## config.mk

```make
export PLATFORM = sky130hd
export DESIGN_NAME = hazard_control_unit
export DESIGN_NICKNAME = d
export VERILOG_FILES = /design/src/rtl/hazard_control_unit.sv
export SDC_FILE = /design/constraint.sdc
export NUM_CORES = 1
export LEC_CHECK = 0
export ABC_AREA = 1
export BUFFER_PORTS_ARGS = -buffer_cell sky130_fd_sc_hd__buf_2
export CAP_MARGIN = 20
export CORE_MARGIN = 1.5
export CORE_UTILIZATION = 49
export CTS_BUF_LIST = sky130_fd_sc_hd__clkbuf_4 sky130_fd_sc_hd__clkbuf_8
export DETAILED_ROUTE_END_ITERATION = 8
export GPL_TIMING_DRIVEN = 0
export PLACE_DENSITY = 0.75
export SYNTH_ARGS = -nofsm -noshare
export SYNTH_HDL_FRONTEND = slang
export SYNTH_SLANG_ARGS = --single-unit
```

## constraint.sdc

```tcl
create_clock -name clk -period 5.3 [get_ports clk]
set_clock_uncertainty 0.15 [all_clocks]
set_input_delay 1.59 -clock clk [delete_from_list [all_inputs] [get_ports clk]]
set_output_delay 1.59 -clock clk [all_outputs]
set_load 0.01 [all_outputs]
```

## src/rtl/hazard_control_unit.sv

```systemverilog
// Pipeline hazard sequencer: load-use stalls, taken-branch flushes and the
// start/done handshake with the multi-cycle EX unit, plus a saturating stall counter.
module hazard_control_unit #(
  parameter int REG_W      = 5,
  parameter int MC_TIMEOUT = 64,
  parameter int CNT_W      = 16
) (
  input  logic             clk,
  input  logic             rst,
  input  logic [REG_W-1:0] if_id_rs,
  input  logic [REG_W-1:0] if_id_rt,
  input  logic             id_uses_rt,
  input  logic [REG_W-1:0] id_ex_rt,
  input  logic             id_ex_memread,
  input  logic             ex_mc_op,
  input  logic             mc_done,
  input  logic             branch_taken,
  output logic             mc_start,
  output logic             pc_write,
  output logic             if_id_write,
  output logic             id_ex_write,
  output logic             id_ex_bubble,
  output logic             ex_mem_bubble,
  output logic             if_id_flush,
  output logic             id_ex_flush,
  output logic             mc_err,
  output logic [CNT_W-1:0] stall_cnt
);

  localparam int TW = (MC_TIMEOUT > 2) ? $clog2(MC_TIMEOUT) : 1;
  localparam logic [TW-1:0] TIMER_LAST = TW'(MC_TIMEOUT - 1);

  typedef enum logic [1:0] {RUN, MC_WAIT, ERR} state_t;

  state_t        state;
  logic [TW-1:0] timer;
  logic          lu;

  assign lu = id_ex_memread && (id_ex_rt != '0) &&
              ((id_ex_rt == if_id_rs) || (id_uses_rt && (id_ex_rt == if_id_rt)));

  always_comb begin
    mc_start      = 1'b0;
    pc_write      = 1'b1;
    if_id_write   = 1'b1;
    id_ex_write   = 1'b1;
    id_ex_bubble  = 1'b0;
    ex_mem_bubble = 1'b0;
    if_id_flush   = 1'b0;
    id_ex_flush   = 1'b0;
    if (!rst) begin
      unique case (state)
        RUN: begin
          if (branch_taken) begin
            if_id_flush = 1'b1;
            id_ex_flush = 1'b1;
          end else if (ex_mc_op) begin
            mc_start      = 1'b1;
            pc_write      = 1'b0;
            if_id_write   = 1'b0;
            id_ex_write   = 1'b0;
            ex_mem_bubble = 1'b1;
          end else if (lu) begin
            pc_write     = 1'b0;
            if_id_write  = 1'b0;
            id_ex_bubble = 1'b1;
          end
        end
        MC_WAIT, ERR: begin
          // In MC_WAIT a done pulse releases the pipeline in the same cycle.
          if (state == ERR || !mc_done) begin
            pc_write      = 1'b0;
            if_id_write   = 1'b0;
            id_ex_write   = 1'b0;
            ex_mem_bubble = 1'b1;
          end
        end
        default: ;
      endcase
    end
  end

  always_ff @(posedge clk) begin
    if (rst) begin
      state     <= RUN;
      timer     <= '0;
      stall_cnt <= '0;
      mc_err    <= 1'b0;
    end else begin
      if (!pc_write && (stall_cnt != '1))
        stall_cnt <= stall_cnt + 1'b1;
      unique case (state)
        RUN: begin
          if (!branch_taken && ex_mc_op) begin
            state <= MC_WAIT;
            timer <= '0;
          end
        end
        MC_WAIT: begin
          if (mc_done) begin
            state <= RUN;
          end else if (timer == TIMER_LAST) begin
            state  <= ERR;
            mc_err <= 1'b1;
          end else begin
            timer <= timer + 1'b1;
          end
        end
        ERR: ;
        default: state <= RUN;
      endcase
    end
  end

endmodule

```

==> out/summary.log <==
INFO  placement      hpwl=3060um
INFO  cts            cts_tree=done
INFO  cts            cts.root.buffer_cell=sky130_fd_sc_hd__clkbuf_4
INFO  cts            cts.sinks=25
INFO  critical_path  critical_path_required=3.56ns
INFO  final_layout   antennaDiodeCount=0
INFO  die            design.portCount=47
INFO  cts            cts.path.max_buffers=2
INFO  routing        drc_errors=0
INFO  synth          synth-main-ff-cell=sky130_fd_sc_hd__dfxtp_1
INFO  routing        detail_route.vias_per_cell=4.85
INFO  synth          yosys.area.top_type_share=28.6%
INFO  final_layout   final_layout_size_suffix_gt1_share=23.4%
INFO  synth          netlist_top_cells_area=sky130_fd_sc_hd__dfxtp_1, sky130_fd_sc_hd__nand2_1, sky130_fd_sc_hd__nand3_1
INFO  routing        drt_iter0_drc=100
INFO  routing        drt-total-wl=3800um
INFO  sta            worst_slew_pin_slew=0.643ns
INFO  synth          yosys.area.top_type=sky130_fd_sc_hd__dfxtp_1
INFO  synth          syn_inst=266
INFO  routing        avgRoutedWirePerCell=10.5um
INFO  min_path       timing.hold.worst.class=reg2reg
INFO  critical_path  worst-r2r-cell-count=10
INFO  die            core-area=3390um2
INFO  power          switching_power=0.000115W
INFO  critical_path  endpoint_kind=output pin
INFO  cts            worstSkewPairLatency=0.33ns
INFO  critical_path  crit_path_top_delay_cell=sky130_fd_sc_hd__buf_2
INFO  die            x_dimension_of_the_die=62.8um
INFO  power          p_int=0.000252W
INFO  critical_path  crit_path_frequent_cell=sky130_fd_sc_hd__buf_2
INFO  synth          synth-seq-cells=25
INFO  critical_path  startpoint_type=primary input
INFO  final_layout   post_route_insts_no_fill=362
INFO  sta            grt_setup_unrepaired=false
INFO  power          power_density=177nW/um2
INFO  global_routing global_route.usage.total=21.4%
INFO  placement      numPlacedInstances=358
INFO  routing        ant_nets=0
INFO  die            die_height=62.8um
INFO  sta            finalCritPeriodShare=89.9%
INFO  routing        drt_pre_antenna_iters=4
INFO  critical_path  critPathArrivalTime=3.02ns
INFO  sta            finalHoldWorstSlack=0.351ns
INFO  global_routing grt_pass1_wl=6960um
INFO  power          power.leakage=0.984nW
INFO  synth          synth_cell_type_count=28
INFO  outcome        run_status=finished clean
INFO  critical_path  crit_path_max_incr_delay=0.26ns
INFO  placement      final_weighted_congestion_in_routability_driven_placement=0.865
INFO  synth          synthesized_area=1750um2
INFO  cts            worst_setup_hold_path_clk_slew=0.14ns
INFO  final_layout   final_net_count=345
INFO  routing        dr_total_vias=1757
INFO  die            row_count=21
INFO  synth          ys_async_rst_share=0%
INFO  synth          synth_nets=294
INFO  synth          post_synth_most_frequent_cells=sky130_fd_sc_hd__nand2_1, sky130_fd_sc_hd__inv_1, sky130_fd_sc_hd__nand3_1
INFO  die            initial_core_util=51.7%
INFO  die            floorplan.die_area=3940um2
INFO  cts            cts-buffers-inserted=3
INFO  sta            finalSetupViolCount=0
INFO  sta            timing.final.hold_violations=0
INFO  synth          synth_most_common_cell=sky130_fd_sc_hd__nand2_1
INFO  synth          sequential_area_share_after_synthesis=28.6%
INFO  cts            cts_hold_buffers=0
INFO  final_layout   areaGrowthSynthToFinish=18.1%
INFO  critical_path  cp_cell_instances=buf_2 > inv_1 > nand2_1 > nand2_1 > nand4_1 > nand2_2 > buf_2 > inv_1 > buf_4 > buf_2
INFO  cts            post_cts_resize_count=0
INFO  power          irDropWorstVdd=0.0000914V
INFO  synth          synth-edff-count=0
INFO  global_routing first_global_vias=1626
INFO  placement      port_buffers=46
INFO  min_path       hold_depth=2
INFO  sta            maxSlewHeadroom=57.1%
INFO  sta            setup-tns-final=0ns
INFO  sta            timing.fmax=210MHz
INFO  synth          postSynthAreaPerCell=6.59um2
INFO  sta            fin_crit=4.76ns
INFO  power          switching_share=31.4%
INFO  cts            cts_setup_buffers=0
INFO  job            maxCapViolCount=0
INFO  synth          synth-warning-count=0
INFO  power          pwr-share-clk=24.3%
INFO  sta            timing_max_transition_violations_final=0
INFO  global_routing grt_max_degree=16
INFO  global_routing grt_remaining_overflow=0
INFO  global_routing antenna_found_initial=0
INFO  critical_path  cp_max_fo=10
INFO  power          post-layout-total-power=0.000367W
INFO  power          power.share.sequential=53.5%
INFO  critical_path  critical_path_class=in2out
INFO  power          gate_power_share=22.3%
INFO  cts            cts-htree-levels=1
-- worst max-delay path, delay by kind of cell --
| kind | cells | cell delay [ns] |
|---|---|---|
| simple gates | 4 | 0.66 |
| buf+inv | 6 | 0.78 |
-- stage by stage --
step	util (%)	instance area [um2]	setup slack, ns
6_report	61.1	2070	0.536
2_1_floorplan	-	1750	0.877
3_3_place_gp	60.2	2040	0.586
5_1_grt	61.1	2070	0.355
4_1_cts	61.1	2070	0.547
3_5_place_dp	60.2	2040	0.551
-- flip-flops by register name, summed over array words and instances (netlist names) --
name,count
stall_cnt,16
timer,6
state,2
mc_err,1
-- power groups by stage --
| stage | Clock, W | Combinational, W | Sequential, W |
|---|---|---|---|
| after floorplan | 0 | 0.0000545 | 0.000200 |
| after global placement | 0 | 0.0000804 | 0.000200 |
| after detailed placement | 0 | 0.0000815 | 0.000200 |
| after CTS | 0.0000914 | 0.0000817 | 0.000196 |
| after global routing | 0.000102 | 0.0000929 | 0.000197 |
| final | 0.0000891 | 0.0000817 | 0.000196 |
-- worst paths after layout --
path                       from       endpoint  slack, ns
hold reg to reg   stall_cnt[13]  stall_cnt[13]       0.35
setup reg to reg   stall_cnt[0]  stall_cnt[11]       3.21
hold / removal    stall_cnt[13]  stall_cnt[13]       0.35
setup / recovery   branch_taken       pc_write       0.54
-- per-layer routing --
layer / GRT usage, % / vias to the layer above / part of all wire [%]
li1: - / 949 / -
met1: 28.9 / 764 / 49
met2: 36.3 / 39 / 46
met3: 2.16 / 5 / 3.9
met4: 5.83 / 0 / 1.3
met5: 0 / - / 0
-- cells in the final DEF, fill, tap and decap left out --
cell type	n
sky130_fd_sc_hd__nand4_1	4
sky130_fd_sc_hd__a21oi_2	8
sky130_fd_sc_hd__clkinvlp_4	1
sky130_fd_sc_hd__dfxtp_1	25
sky130_fd_sc_hd__a21oi_1	14
sky130_fd_sc_hd__nor3_1	4
sky130_fd_sc_hd__nor3b_1	1
sky130_fd_sc_hd__buf_2	48
sky130_fd_sc_hd__xnor2_1	8
sky130_fd_sc_hd__a31oi_1	1
sky130_fd_sc_hd__o21ai_0	3
sky130_fd_sc_hd__xor2_1	10
sky130_fd_sc_hd__nor4_1	1
sky130_fd_sc_hd__inv_2	4
sky130_fd_sc_hd__nor3_4	1
sky130_fd_sc_hd__nand4_4	1
sky130_fd_sc_hd__ha_1	6
sky130_fd_sc_hd__buf_4	2
sky130_fd_sc_hd__nand2_4	1
sky130_fd_sc_hd__clkbuf_1	2
sky130_fd_sc_hd__inv_1	31
sky130_fd_sc_hd__buf_6	1
sky130_fd_sc_hd__nor2_4	1
sky130_fd_sc_hd__o21a_1	1
sky130_fd_sc_hd__nand2_1	71
sky130_fd_sc_hd__a211oi_1	2
sky130_fd_sc_hd__nor2_1	28
sky130_fd_sc_hd__nand3_1	30
sky130_fd_sc_hd__nand2_2	3
sky130_fd_sc_hd__clkbuf_4	3
-- cell type report --
cell class,instances,area [um2]
tap,46,57.6
clock buffer,3,22.5
fill,339,1320
timing repair buffer,46,230
sequential,25,500
clock inverter,1,7.51
inverter,35,131
buffer,7,43.8
multi-input combinational,199,1080
-- cells by family (layout without fill, tap and decap cells) --
kind of cell / count (synthesis) / in the layout / synth area share, %
xor gates and xnor gates: 18 / 18 / 9.00
AOI/OAI and AO/OA: 29 / 29 / 10.5
DFF: 25 / 25 / 28.6
buffers and inverters: 42 / 92 / 10.0
and+or+nand+nor: 146 / 146 / 37.6
adders and majority gates: 6 / 6 / 4.29
(Power assumes the default switching activity.)
